### config.mk
export PLATFORM = sky130hd
export DESIGN_NAME = net_mii_tx
export DESIGN_NICKNAME = d
export VERILOG_FILES = /design/src/rtl/net_mii_tx.sv
export SDC_FILE = /design/constraint.sdc
export NUM_CORES = 1
export LEC_CHECK = 0
export ABC_CLOCK_PERIOD_IN_PS = 3290
export BUFFER_PORTS_ARGS = -buffer_cell sky130_fd_sc_hd__buf_2
export CORE_MARGIN = 2
export CORE_UTILIZATION = 35
export CTS_CLUSTER_DIAMETER = 100
export DETAILED_ROUTE_END_ITERATION = 7
export MAX_ROUTING_LAYER = met4
export PLACE_DENSITY = 0.52
export SYNTH_ARGS = -nofsm -noshare
export SYNTH_HDL_FRONTEND = slang
export SYNTH_SLANG_ARGS = --single-unit
### constraint.sdc
create_clock -name clk -period 3.29 [get_ports clk]
set_input_delay 0.329 -clock clk [delete_from_list [all_inputs] [get_ports clk]]
set_output_delay 0.329 -clock clk [all_outputs]
set_load 0.02 [all_outputs]
### src/rtl/net_mii_tx.sv
// MII transmit engine: preamble/SFD, FIFO-fed payload nibbles, nibble-serial CRC-32 FCS,
// underflow abort and inter-frame gap. One nibble per clk; all MII outputs registered.
module net_mii_tx #(
   parameter int unsigned ADDR_WIDTH  = 6,
   parameter int unsigned IFG_NIBBLES = 24
) (
   input  logic                  clk,
   input  logic                  rst_n,
   input  logic                  tx_start_i,
   input  logic [10:0]           tx_len_i,
   input  logic [ADDR_WIDTH-1:0] fifo_cnt_i,
   input  logic [31:0]           fifo_rdata_i,
   output logic                  fifo_rd_o,
   output logic [3:0]            mii_txd_o,
   output logic                  mii_tx_en_o,
   output logic                  mii_tx_er_o,
   output logic                  busy_o,
   output logic                  done_o,
   output logic                  underflow_o
);

   typedef enum logic [2:0] {StIdle, StPre, StData, StFcs, StAbort, StIfg} state_e;

   localparam logic [31:0] CrcPoly = 32'hEDB8_8320;
   localparam logic [11:0] IfgLast = 12'(IFG_NIBBLES - 1);

   state_e      state_q;
   logic [11:0] cnt_q;
   logic [10:0] len_q;
   logic [2:0]  nib_q;
   logic [31:0] shift_q;
   logic [31:0] crc_q;
   logic [3:0]  txd_q;
   logic        tx_en_q;
   logic        tx_er_q;
   logic        done_q;
   logic        underflow_q;
   logic        fetch;
   logic        word_ok;

   function automatic logic [31:0] crc_nibble(input logic [31:0] crc, input logic [3:0] nib);
      logic [31:0] c;
      c = crc ^ {28'd0, nib};
      for (int i = 0; i < 4; i++) begin
         c = c[0] ? ((c >> 1) ^ CrcPoly) : (c >> 1);
      end
      return c;
   endfunction

   // State/counters describe the nibble currently on mii_txd; a fetch happens while the
   // last PRE nibble or the last nibble of a word (with payload left) is being driven.
   assign fetch   = (state_q == StPre && cnt_q == '0) ||
                    (state_q == StData && cnt_q != '0 && nib_q == 3'd7);
   assign word_ok = (fifo_cnt_i != '0);

   assign fifo_rd_o   = fetch & word_ok;
   assign mii_txd_o   = txd_q;
   assign mii_tx_en_o = tx_en_q;
   assign mii_tx_er_o = tx_er_q;
   assign busy_o      = (state_q != StIdle);
   assign done_o      = done_q;
   assign underflow_o = underflow_q;

   always_ff @(posedge clk or negedge rst_n) begin
      if (!rst_n) begin
         state_q     <= StIdle;
         cnt_q       <= '0;
         len_q       <= '0;
         nib_q       <= '0;
         shift_q     <= '0;
         crc_q       <= '0;
         txd_q       <= '0;
         tx_en_q     <= 1'b0;
         tx_er_q     <= 1'b0;
         done_q      <= 1'b0;
         underflow_q <= 1'b0;
      end else begin
         done_q      <= 1'b0;
         underflow_q <= 1'b0;
         tx_er_q     <= 1'b0;
         if (fetch) begin
            if (word_ok) begin
               state_q <= StData;
               shift_q <= fifo_rdata_i;
               txd_q   <= fifo_rdata_i[3:0];
               crc_q   <= crc_nibble(crc_q, fifo_rdata_i[3:0]);
               nib_q   <= 3'd0;
               cnt_q   <= (state_q == StPre) ? ({len_q, 1'b0} - 12'd1) : (cnt_q - 12'd1);
            end else begin
               state_q     <= StAbort;
               txd_q       <= 4'h0;
               tx_er_q     <= 1'b1;
               underflow_q <= 1'b1;
            end
         end else begin
            unique case (state_q)
               StIdle: begin
                  if (tx_start_i && tx_len_i != '0) begin
                     state_q <= StPre;
                     len_q   <= tx_len_i;
                     cnt_q   <= 12'd15;
                     crc_q   <= '1;
                     txd_q   <= 4'h5;
                     tx_en_q <= 1'b1;
                  end
               end
               StPre: begin
                  cnt_q <= cnt_q - 12'd1;
                  txd_q <= (cnt_q == 12'd1) ? 4'hD : 4'h5;
               end
               StData: begin
                  if (cnt_q == '0) begin
                     state_q <= StFcs;
                     shift_q <= ~crc_q;
                     txd_q   <= ~crc_q[3:0];
                     cnt_q   <= 12'd7;
                  end else begin
                     shift_q <= shift_q >> 4;
                     txd_q   <= shift_q[7:4];
                     crc_q   <= crc_nibble(crc_q, shift_q[7:4]);
                     nib_q   <= nib_q + 3'd1;
                     cnt_q   <= cnt_q - 12'd1;
                  end
               end
               StFcs, StAbort: begin
                  if (state_q == StFcs && cnt_q != '0) begin
                     shift_q <= shift_q >> 4;
                     txd_q   <= shift_q[7:4];
                     cnt_q   <= cnt_q - 12'd1;
                  end else begin
                     state_q <= StIfg;
                     txd_q   <= 4'h0;
                     tx_en_q <= 1'b0;
                     cnt_q   <= IfgLast;
                     done_q  <= (IfgLast == '0);
                  end
               end
               StIfg: begin
                  if (cnt_q == '0) begin
                     state_q <= StIdle;
                  end else begin
                     cnt_q  <= cnt_q - 12'd1;
                     done_q <= (cnt_q == 12'd1);
                  end
               end
               default: state_q <= StIdle;
            endcase
         end
      end
   end

endmodule

==> impl_metrics.json, run 1 <==
{
  "status": "finished clean",
  "max_cap_viol_count": 0,
  "start_kind": "register",
  "critPathTopFamily": "compound AO/OA/AOI/OAI gates",
  "yosys-top-cells-area": "dfrtp_1 36%, mux2_2 6.6%, a21oi_1 5.8%",
  "grt_use_met2": 0.307,
  "drive_above_1_share": 0.236,
  "r2r_slack_ps": 370,
  "num_rows": 50,
  "grt_usage": 0.206,
  "drc": 0,
  "critical_path_buf_inv_count": 2,
  "max_slew.worst_pin.slew_ps": 1030,
  "yosysMostFrequentCell": "dfrtp_1",
  "synthToLayoutAreaGrowth_pct": 12.1,
  "ys_warn_count": 0,
  "top_usage_layer": "met2",
  "drv_slew": 0,
  "antenna-diode-count": 0,
  "ys_dominant_reg_cell": "dfrtp_1",
  "clock_sinks": 96,
  "clkLatencyLatePin_ps": 360,
  "use_met3": 0.0378,
  "cp.arrival_ps": 3210,
  "fin_crit_ps": 2920,
  "grt_remaining_overflow": 0,
  "power.leakage_uw": 0.00290,
  "dr.pass1.iters": 5,
  "synth_common_cells": "96 x dfrtp_1, 77 x a21oi_1, 48 x clkbuf_1",
  "ff2ff_path_depth": 7,
  "hold_violations": 0,
  "slowest_stage": "nor4_2",
  "ctsHoldBuffers": 0,
  "holdWs_ps": 146,
  "synth_cells": 701,
  "fin_worst_skew_ps": 12.4,
  "cts_buffers": 9,
  "clock_path_buffers": 2,
  "ios": 62,
  "yosysTopAreaCellShare": 0.361,
  "cts_max_level": 3,
  "wl_um": 19800,
  "p_total_uw": 6440,
  "cts_root_buf": "clkbuf_16",
  "avgSynthCellArea_um2": 9.48,
  "powerDensity_mw_per_mm2": 864,
  "wl_per_cell_um": 20.4,
  "vias": 5836,
  "reg2reg_to": "mii_txd_o[3]",
  "grt_pass1_vias": 5642,
  "port_buffers": 61,
  "antenna_found_initial": 0,
  "via_per_inst": 6.03,
  "setup_viol": 0,
  "path_cells": "nor4_2, a31o_2, buf_4, nand2_1, buf_4, a2111oi_0, a221o_1",
  "relSlewSlack": 0.315,
  "rsz0062_at_grt": "no",
  "nets": 786,
  "seqCellArea_mm2": 0.00240,
  "synth-seq-cells": 96,
  "reg2reg_from": "cnt_q[8]",
  "syn_area_mm2": 0.00665,
  "die-area_mm2": 0.0201,
  "path_max_fanout": 39,
  "ant_nets": 0,
  "dpl.hpwl_um": 13600,
  "ir_drop_mv": 0.387,
  "max_freq_ghz": 0.342,
  "gp_congestion": 0.868,
  "dieHeight_um": 142,
  "grtUsageMet1": 0.292,
  "fin_crit_sh": 0.889,
  "grt_max_degree": 78,
  "final.fill_count": 1883,
  "start_util": 0.357,
  "cts_tree": "built",
  "synth_nets": 758,
  "post-cts-setup-buffers": 0,
  "critPathMaxStageDelay_ps": 670,
  "hold_class": "primary input to async pin",
  "multi_input_area_mm2": 0.00388,
  "critPathCaptureType": "register",
  "stdcell_count": 968,
  "async_reset_ff_frac": 1.00,
  "cp.required_ps": 3580,
  "die_w_um": 142,
  "criticalPathCategory": "register to register",
  "yosysSeqAreaShare": 0.361,
  "coreArea_mm2": 0.0186,
  "cts_resized": 0,
  "clkTransAtPathRegs_ps": 70,
  "synth_edf_count": 0,
  "drt_iter0_markers": 436,
  "grt_first_pass_wirelength_um": 32000,
  "yosysTopAreaCell": "dfrtp_1",
  "crit_top_cell": "buf_4",
  "ys_types": 71,
  "dp.cells": 952,
  "final.setup.tns_ps": 0
}
==> area by class of cell <==
cell class                      count  area share
Clock buffer                       11      0.0339
Timing Repair Buffer               86      0.0682
Clock inverter                      5     0.00857
Tap cell                          234      0.0393
Inverter                           12     0.00605
Multi-Input combinational cell    524       0.521
Sequential cell                    96       0.322
==> logic make-up after synthesis <==
logic type               count (synthesis)  synth area share
AO/OA/AOI/OAI                          257             0.274
buffers and inverters                   81            0.0559
multiplexers                            45            0.0759
adder cells (fa/ha/maj)                  5           0.00941
flip-flops                              96             0.361
AND/OR/NAND/NOR                        172             0.151
XOR/XNOR                                45            0.0717
==> worst max-delay path by stage <==
| stage | from | end | slack [ps] | depth (start not counted) |
|---|---|---|---|---|
| final | cnt_q[8] | mii_txd_o[3] | 370 | 7 |
| after global routing | cnt_q[9] | mii_txd_o[3] | 100 | 7 |
| after floorplan | cnt_q[0] | shift_q[23] | 470 | 10 |
| after CTS | cnt_q[8] | mii_txd_o[3] | 390 | 7 |
| after global placement | cnt_q[8] | mii_txd_o[3] | 500 | 7 |
| after detailed placement | cnt_q[8] | mii_txd_o[3] | 410 | 7 |
==> registers in the layout, summed over array words and instances (netlist names) <==
signal	cells
crc_q	32
shift_q	28
cnt_q	12
len_q	11
mii_txd_o	4
nib_q	3
state_q	3
done_o	1
mii_tx_en_o	1
underflow_o	1
==> cell usage in the layout (no fill, tap or decap), drive strengths merged, types with 12 or more instances in the layout <==
master / synthesis / layout
xnor2: 34 / 34
mux2: 43 / 43
a221o: 13 / 13
nand3: 12 / 12
a31oi: 52 / 52
nand2: 29 / 29
a21oi: 78 / 78
inv: 12 / 13
dfrtp: 96 / 96
nor2: 28 / 28
or3: 36 / 36
o21ai: 38 / 38
buf: 21 / 86
==> per-stage QoR <==
step	worst slack, ps	util	cell area (um^2)
CTS	393	0.400	7450
floorplan	470	-	6650
global route	96.9	0.400	7450
finish	366	0.400	7450
global placement	501	0.383	7130
detailed placement	413	0.383	7130
==> routing by layer <==
layer | up-vias | routed length, um
met5 | - | 0
met4 | 0 | 285
met1 | 2900 | 9250
met3 | 25 | 1060
li1 | 2744 | -
met2 | 167 | 9180
==> power by group <==
group          switching, uW  internal [uW]  total [uW]  leakage, uW
clock                    496            639        1130     0.000158
combinational           1670           1430        3100      0.00165
sequential               567           1640        2200      0.00109
(Power assumes the default switching activity.)
==> inputs of run 2 (changes only) <==
--- a/config.mk
+++ b/config.mk
@@ -7,12 +7,14 @@
 export LEC_CHECK = 0
 export ABC_CLOCK_PERIOD_IN_PS = 3290
 export BUFFER_PORTS_ARGS = -buffer_cell sky130_fd_sc_hd__buf_2
+export CELL_PAD_IN_SITES_DETAIL_PLACEMENT = 2
+export CELL_PAD_IN_SITES_GLOBAL_PLACEMENT = 2
 export CORE_MARGIN = 2
 export CORE_UTILIZATION = 35
 export CTS_CLUSTER_DIAMETER = 100
 export DETAILED_ROUTE_END_ITERATION = 7
 export MAX_ROUTING_LAYER = met4
-export PLACE_DENSITY = 0.52
+export PLACE_DENSITY = 0.75
 export SYNTH_ARGS = -nofsm -noshare
 export SYNTH_HDL_FRONTEND = slang
 export SYNTH_SLANG_ARGS = --single-unit
==> run 2 against run 1 <==
  * Register-to-register slack worse by 50 ps
  * Final cell count grew 0.31%
  * Sequential power grew 2%
  * Largest cell class unchanged
  * Critical path type unchanged
  * Sequential share of layout area fell by 0.19 points
  * Worst hold slack worse by 120 ps
  * Cell area is 0.60% higher
  * Die area unchanged
  * Clock power rose by 4%
  * Flip-flop and latch count unchanged
  * Wire length is 25% higher
  * Setup slack got worse by 53 ps
==> impl_metrics.json, run 2 (synthesized netlist as in run 1, its figures left out) <==
{
  "layout_commonest_cell": "dfrtp_1",
  "clkLatencyLatePin_ps": 360,
  "grt_usage": 0.259,
  "synthToLayoutAreaGrowth_pct": 12.7,
  "die-area_mm2": 0.0201,
  "setup_ws_ps": 313,
  "hold_violations": 0,
  "ctsHoldBuffers": 0,
  "via_per_inst": 6.29,
  "fin_crit_sh": 0.905,
  "cts_root_buf": "clkbuf_16",
  "cp.arrival_ps": 3230,
  "dpl.hpwl_um": 17700,
  "reg2reg_to": "cnt_q[11]",
  "start_util": 0.357,
  "critPathCaptureType": "register",
  "max_slew.worst_pin.slew_ps": 1010,
  "fin_crit_ps": 2980,
  "max_cap_viol_count": 0,
  "grt_pass1_vias": 6526,
  "start_kind": "register",
  "antenna_found_initial": 2,
  "rsz0062_at_grt": "no",
  "dr.pass1.iters": 4,
  "vias": 6109,
  "seqCellArea_mm2": 0.00240,
  "antenna-diode-count": 0,
  "reg2reg_from": "cnt_q[0]",
  "final.fill_count": 2043,
  "reg_top3": "crc_q: 32 flops, shift_q: 28 flops, cnt_q: 12 flops",
  "setup_viol": 0,
  "powerDensity_mw_per_mm2": 906,
  "grt_max_degree": 97,
  "dp.cells": 956,
  "gp_congestion": 0.877,
  "ant_nets": 0,
  "wl_um": 24800,
  "hold_class": "primary input to async pin",
  "drt_iter0_markers": 392,
  "nets": 790,
  "final_cell_mix": "96 x dfrtp_1, 77 x a21oi_1, 60 x buf_2",
  "die_w_um": 142,
  "clock_sinks": 96,
  "drc": 0,
  "drive_above_1_share": 0.242,
  "fin_area_mm2": 0.00749,
  "r2r_slack_ps": 310,
  "port_buffers": 61,
  "dpl_cell_area_mm2": 0.00718,
  "cp.required_ps": 3540,
  "criticalPathCategory": "register to register",
  "p_total_uw": 6790,
  "post-cts-setup-buffers": 0,
  "ff2ff_path_depth": 9,
  "clkTransAtPathRegs_ps": 70,
  "ir_drop_mv": 0.390,
  "largest_reg_flops": 32,
  "status": "finished clean",
  "num_rows": 50,
  "fin_worst_skew_ps": 10.4,
  "cts_resized": 0,
  "clock_path_buffers": 2,
  "grt_first_pass_wirelength_um": 38700,
  "dieHeight_um": 142,
  "wl_per_cell_um": 25.5,
  "drv_slew": 0,
  "max_freq_ghz": 0.336,
  "path_max_fanout": 42,
  "largest-register": "crc_q",
  "cts_tree": "built",
  "power.leakage_uw": 0.00292,
  "post-place-ws_ps": 381,
  "multi_input_area_mm2": 0.00390,
  "cts_buffers": 9,
  "final.setup.tns_ps": 0,
  "cts_max_level": 3,
  "ios": 62,
  "coreArea_mm2": 0.0186,
  "grt_remaining_overflow": 0,
  "relSlewSlack": 0.328,
  "stdcell_count": 971
}
## run 2: changes by cell type in the layout (fill, tap and decap cells not counted), sizes merged
| cell | previous run | this run |
|---|---|---|
| clkinv | 3 | 2 |
| clkbuf | 11 | 10 |
| buf | 86 | 90 |
| bufinv | 1 | 2 |
## run 2: worst max path at each step
stage,startpoint,end
5_1_grt,cnt_q[0],cnt_q[11]
6_report,cnt_q[0],cnt_q[11]
3_3_place_gp,cnt_q[0],cnt_q[11]
4_1_cts,cnt_q[0],cnt_q[11]
3_5_place_dp,cnt_q[0],cnt_q[11]
2_1_floorplan,cnt_q[0],shift_q[23]
## run 2: routing by layer
metal | share of wire | track usage
met4 | 0.026 | 0.0911
met3 | 0.034 | 0.0283
met5 | 0 | -
met1 | 0.46 | 0.341
met2 | 0.48 | 0.415
## run 2: report_power, final
group          leakage [uW]  internal [uW]  switching [uW]
logic               0.00167           1470            1890
registers           0.00109           1640             615
clock network      0.000159            684             495
total               0.00292           3790            3000
## run 2: layout make-up
cell class / count / area share
multi-input cells: 524 / 0.520
flip-flops and latches: 96 / 0.321
repair buffers: 90 / 0.0718
well taps: 234 / 0.0391
clock buffers: 10 / 0.0319
clock inverters: 5 / 0.0105
inverters: 12 / 0.00601
## run 2: through the flow
stage	utilization	hold WS (ps)
finish	0.402	26.8
global route	0.402	86.2
floorplan	-	33.4
detailed placement	0.385	439
global placement	0.385	436
CTS	0.402	57.3
## run 2: critical path, cell delays in order (launching register included)
cell and delay [ps]:
dfrtp_1 410, inv_1 110, ha_1 250, nor3b_1 230
buf_4 230, a31oi_2 140, o21ai_2 190, buf_4 470
and2_1 440, mux2_2 380
